### src/rtl/vector_sweep_ctrl.sv
// Exhaustive input sweep of a single-output DUT: applies every vector, captures the response,
// streams a record per vector and compares the captured truth table against a golden one.
module vector_sweep_ctrl #(
    parameter int unsigned N_IN   = 3,
    parameter int unsigned SETTLE = 1
) (
    input  logic                   CK,
    input  logic                   reset,
    input  logic                   start,
    input  logic                   abort,
    input  logic [(2**N_IN)-1:0]   golden,
    input  logic                   dut_out,
    output logic [N_IN-1:0]        dut_in,
    output logic                   busy,
    output logic                   rec_valid,
    output logic [N_IN-1:0]        rec_vec,
    output logic                   rec_bit,
    input  logic                   rec_ready,
    output logic [(2**N_IN)-1:0]   truth_table,
    output logic [N_IN:0]          mismatch_cnt,
    output logic                   trojan_flag,
    output logic                   done
);

    localparam int unsigned NV = 2**N_IN;
    localparam int unsigned CW = 4;
    localparam int unsigned MW = N_IN + 1;
    localparam logic [N_IN-1:0] LAST_VEC = {N_IN{1'b1}};

    typedef enum logic [1:0] {
        S_IDLE,
        S_SETTLE,
        S_EMIT,
        S_DONE
    } state_t;

    state_t            r_state;
    state_t            w_next;
    logic              w_last_settle;
    logic [N_IN-1:0]   r_vec;
    logic [CW-1:0]     r_cnt;
    logic              r_busy;
    logic              r_rec_valid;
    logic [N_IN-1:0]   r_rec_vec;
    logic              r_rec_bit;
    logic [NV-1:0]     r_tt;
    logic [MW-1:0]     r_mc;
    logic              r_trojan;
    logic              r_done;

    // State register.
    always_ff @(posedge CK or negedge reset) begin
        if (!reset) begin
            r_state <= S_IDLE;
        end else begin
            r_state <= w_next;
        end
    end

    // Next-state logic; abort outranks the record handshake.
    always_comb begin
        w_next        = r_state;
        w_last_settle = (r_cnt == CW'(1));
        case (r_state)
            S_IDLE: begin
                if (start) w_next = S_SETTLE;
            end
            S_SETTLE: begin
                if (abort)              w_next = S_IDLE;
                else if (w_last_settle) w_next = S_EMIT;
            end
            S_EMIT: begin
                if (abort)          w_next = S_IDLE;
                else if (rec_ready) w_next = (r_vec == LAST_VEC) ? S_DONE : S_SETTLE;
            end
            S_DONE: begin
                w_next = S_IDLE;
            end
            default: w_next = S_IDLE;
        endcase
    end

    // Datapath and registered status outputs, decoded from the next state.
    always_ff @(posedge CK or negedge reset) begin
        if (!reset) begin
            r_vec       <= '0;
            r_cnt       <= '0;
            r_busy      <= 1'b0;
            r_rec_valid <= 1'b0;
            r_rec_vec   <= '0;
            r_rec_bit   <= 1'b0;
            r_tt        <= '0;
            r_mc        <= '0;
            r_trojan    <= 1'b0;
            r_done      <= 1'b0;
        end else begin
            r_busy      <= (w_next == S_SETTLE) || (w_next == S_EMIT);
            r_rec_valid <= (w_next == S_EMIT);
            r_done      <= (w_next == S_DONE);
            case (r_state)
                S_IDLE: begin
                    if (start) begin
                        r_vec    <= '0;
                        r_cnt    <= CW'(SETTLE);
                        r_tt     <= '0;
                        r_mc     <= '0;
                        r_trojan <= 1'b0;
                    end
                end
                S_SETTLE: begin
                    if (abort) begin
                        r_vec <= '0;
                    end else begin
                        r_cnt <= r_cnt - CW'(1);
                        if (w_last_settle) begin
                            r_tt[r_vec] <= dut_out;
                            r_rec_bit   <= dut_out;
                            r_rec_vec   <= r_vec;
                            if (dut_out != golden[r_vec]) r_mc <= r_mc + MW'(1);
                        end
                    end
                end
                S_EMIT: begin
                    if (abort) begin
                        r_vec <= '0;
                    end else if (rec_ready) begin
                        if (r_vec == LAST_VEC) begin
                            r_trojan <= (r_mc != '0);
                        end else begin
                            r_vec <= r_vec + N_IN'(1);
                            r_cnt <= CW'(SETTLE);
                        end
                    end
                end
                default: ;
            endcase
        end
    end

    assign dut_in       = r_vec;
    assign busy         = r_busy;
    assign rec_valid    = r_rec_valid;
    assign rec_vec      = r_rec_vec;
    assign rec_bit      = r_rec_bit;
    assign truth_table  = r_tt;
    assign mismatch_cnt = r_mc;
    assign trojan_flag  = r_trojan;
    assign done         = r_done;

endmodule
### config.mk
export PLATFORM = sky130hd
export DESIGN_NAME = vector_sweep_ctrl
export DESIGN_NICKNAME = d
export VERILOG_FILES = /design/src/rtl/vector_sweep_ctrl.sv
export SDC_FILE = /design/constraint.sdc
export NUM_CORES = 1
export LEC_CHECK = 0
export BUFFER_PORTS_ARGS = -buffer_cell sky130_fd_sc_hd__buf_2
export CORE_MARGIN = 5
export CORE_UTILIZATION = 45
export CTS_CLUSTER_DIAMETER = 50
export CTS_CLUSTER_SIZE = 30
export DETAILED_ROUTE_END_ITERATION = 8
export PLACE_DENSITY = 0.8
export SKIP_CTS_REPAIR_TIMING = 1
export SLEW_MARGIN = 20
export SYNTH_ARGS = -nofsm -noshare
export SYNTH_HDL_FRONTEND = slang
export SYNTH_SLANG_ARGS = --single-unit
### constraint.sdc
create_clock -name CK -period 3.6 [get_ports CK]
set_input_delay 0.18 -clock CK [delete_from_list [all_inputs] [get_ports CK]]
set_output_delay 0.18 -clock CK [all_outputs]
set_load 0.02 [all_outputs]
==> results.py <==
metrics = {
    "status": {
        "outcome": "complete, no violations",
    },
    "yosys": {
        "synth_area_leaders": "dfrtp_1, o21ai_1, ha_1",
        "syn_inst": 168,
        "synth_cell_types": 33,
        "syn_avg_cell_area_um2": 9.26,
        "synth_top_flop_cell": "dfrtp_1",
        "syn_area_um2": 1560,
        "synth_nets": 190,
        "synth_edf_count": 0,
        "ys_warn_count": 0,
        "ys_seq_area_frac": 0.467,
        "async_reset_ff_frac": 1.00,
        "synth_top_area_share": 0.467,
        "ys_ff_latch": 29,
        "synth_top_area_cell": "dfrtp_1",
    },
    "timing": {
        "worst_clock_skew_ns": 0.00937,
        "maxSlewHeadroom": 0.397,
        "setup_ws_ns": 1.31,
        "fin_crit_ns": 2.29,
        "setup_viol": 0,
        "rsz0062_at_grt": "false",
        "worstMarginPinSlew_ns": 0.905,
        "timing.final.crit_share": 0.637,
        "final_hold_viol_count": 0,
        "slew_viol_final": 0,
        "fin_setup_tns_ns": 0,
        "fmax_mhz": 436,
    },
    "detailed_routing": {
        "vias_per_cell": 5.31,
        "drc": 0,
        "drt-wirelength-per-cell_um": 13.6,
        "wl_um": 3410,
        "postRouteAntennaNets": 0,
        "first_iter_violations": 103,
        "firstDrtPassIters": 4,
        "vias": 1328,
    },
    "global_route": {
        "grt_use_total": 0.169,
        "first_global_vias": 1273,
        "grt_max_degree": 30,
        "grt_pass1_wl_um": 5850,
        "grt.overflow.total": 0,
        "antenna_found_initial": 0,
    },
    "placed_design": {
        "placed_cell_area_um2": 1760,
        "pre_cts_ws_ns": 1.33,
        "place_congestion": 0.785,
        "numPortBuffers": 36,
        "dp_hpwl_um": 2540,
    },
    "worst_setup_path": {
        "worstPathArrival_ns": 2.56,
        "crit_type": "flop to flop",
        "required_ns": 3.87,
        "cp-start-kind": "flop",
        "end_kind": "flop",
        "critPathMaxFanout": 18,
    },
    "finish": {
        "fin_nets": 226,
        "mostFrequentLayoutCells": "buf_2, dfrtp_1, o21ai_1",
        "synthToLayoutAreaGrowth_pct": 17.1,
        "drive_gt1_frac": 0.225,
        "final_common_cell": "buf_2",
        "diodes": 0,
        "fill_cells": 318,
        "final_area_um2": 1820,
    },
    "clock_tree": {
        "cts.htree.levels": 2,
        "cts-root-buf": "clkbuf_4",
        "clock_latency_ns": 0.33,
        "cts_buffers": 5,
        "clock_sinks": 29,
        "clockBufferDepth": 2,
        "path_clk_slew_ns": 0.08,
        "cts_tree": "done",
    },
    "die": {
        "die_y_um": 68.8,
        "coreArea_um2": 3340,
        "fp-row-count": 21,
        "ios": 37,
        "die_area_um2": 4730,
        "start_util": 0.466,
        "fp.dieW_um": 68.8,
    },
    "pwr": {
        "p_per_area_nw_per_um2": 610,
        "leakage_nw": 0.895,
        "ir_drop_v": 0.000259,
    },
    "worst_hold_path": {
        "min_path_type": "input port to flop",
    },
    "job": {
        "cap_violations": 0,
    },
}
-- metrics by stage --
stage / hold slack (ns) / util / total power, mW / instances
2_1_floorplan: -0.116 / - / 0.796 / 168
3_3_place_gp: 0.237 / 0.526 / 0.903 / 242
3_5_place_dp: 0.238 / 0.526 / 0.916 / 242
4_1_cts: -0.131 / 0.543 / 1.12 / 249
5_1_grt: 0.140 / 0.546 / 1.22 / 250
6_report: 0.154 / 0.546 / 1.11 / 250
-- Yosys cell counts, types with 3 or more instances --
master	instances
a21oi_1	6
a31oi_1	4
clkbuf_1	7
dfrtp_1	29
ha_1	8
inv_1	10
mux2i_1	4
nand2_1	15
nand2b_1	7
nand3_1	3
nor2_1	18
nor3_1	3
o21ai_1	26
-- path summary, 6_finish.rpt --
| path | slack, ns | end | cells past startpoint | start |
|---|---|---|---|---|
| worst max-delay path | 1.31 | mismatch_cnt[3] | 5 | dut_in[0] |
| worst min-delay path | 0.15 | rec_bit | 3 | dut_out |
| worst max register to register | 1.31 | mismatch_cnt[3] | 5 | dut_in[0] |
| worst min register to register | 0.48 | rec_bit | 2 | rec_bit |
| max in group asynchronous | 2.79 | dut_in[0] | 2 | reset |
| min in group asynchronous | 0.39 | r_cnt[2] | 2 | reset |
-- flip-flops by register name, summed over array words and instances (netlist names) --
register and flops:
dut_in 3, r_state 2, rec_valid 1, busy 1, rec_bit 1, trojan_flag 1, mismatch_cnt 4, r_cnt 4
rec_vec 3, truth_table 8, done 1
-- critical path, stage by stage (launching register included) --
cell     delay (ns)
dfrtp_1        0.74
mux2i_1        0.18
mux4_2         0.51
xor2_2         0.20
or4_1          0.51
nand3_1        0.09
-- where the power goes --
group | internal (mW) | switching [mW] | total, mW
logic | 0.162 | 0.285 | 0.447
clock network | 0.0920 | 0.109 | 0.201
registers | 0.392 | 0.0711 | 0.463
total | 0.645 | 0.465 | 1.11
-- routing by layer --
metal,track usage,up-vias,share of wire
met5,0,-,0
met4,0.0584,0,0.011
met3,0.0519,4,0.064
met2,0.269,45,0.50
met1,0.218,621,0.43
li1,-,658,-
-- cell families (layout without fill, tap and decap cells) --
kind of cell / count (synthesis) / in the layout / synth area share
and+or+nand+nor: 57 / 57 / 0.183
AOI/OAI and AO/OA: 48 / 48 / 0.177
DFF: 29 / 29 / 0.467
buffers and inverters: 19 / 55 / 0.0507
adders and majority gates: 8 / 8 / 0.0644
muxes: 6 / 6 / 0.0475
xor gates and xnor gates: 1 / 1 / 0.0105
-- cell type report --
| cell class | instances | area, um2 | area share |
|---|---|---|---|
| Clock buffer | 7 | 55.1 | 0.0302 |
| Inverter | 11 | 41.3 | 0.0227 |
| Multi-Input combinational cell | 120 | 751 | 0.412 |
| Sequential cell | 29 | 726 | 0.399 |
| Tap cell | 46 | 57.6 | 0.0316 |
| Timing Repair Buffer | 37 | 190 | 0.104 |
Note: power is estimated with default switching activity, not from simulation.
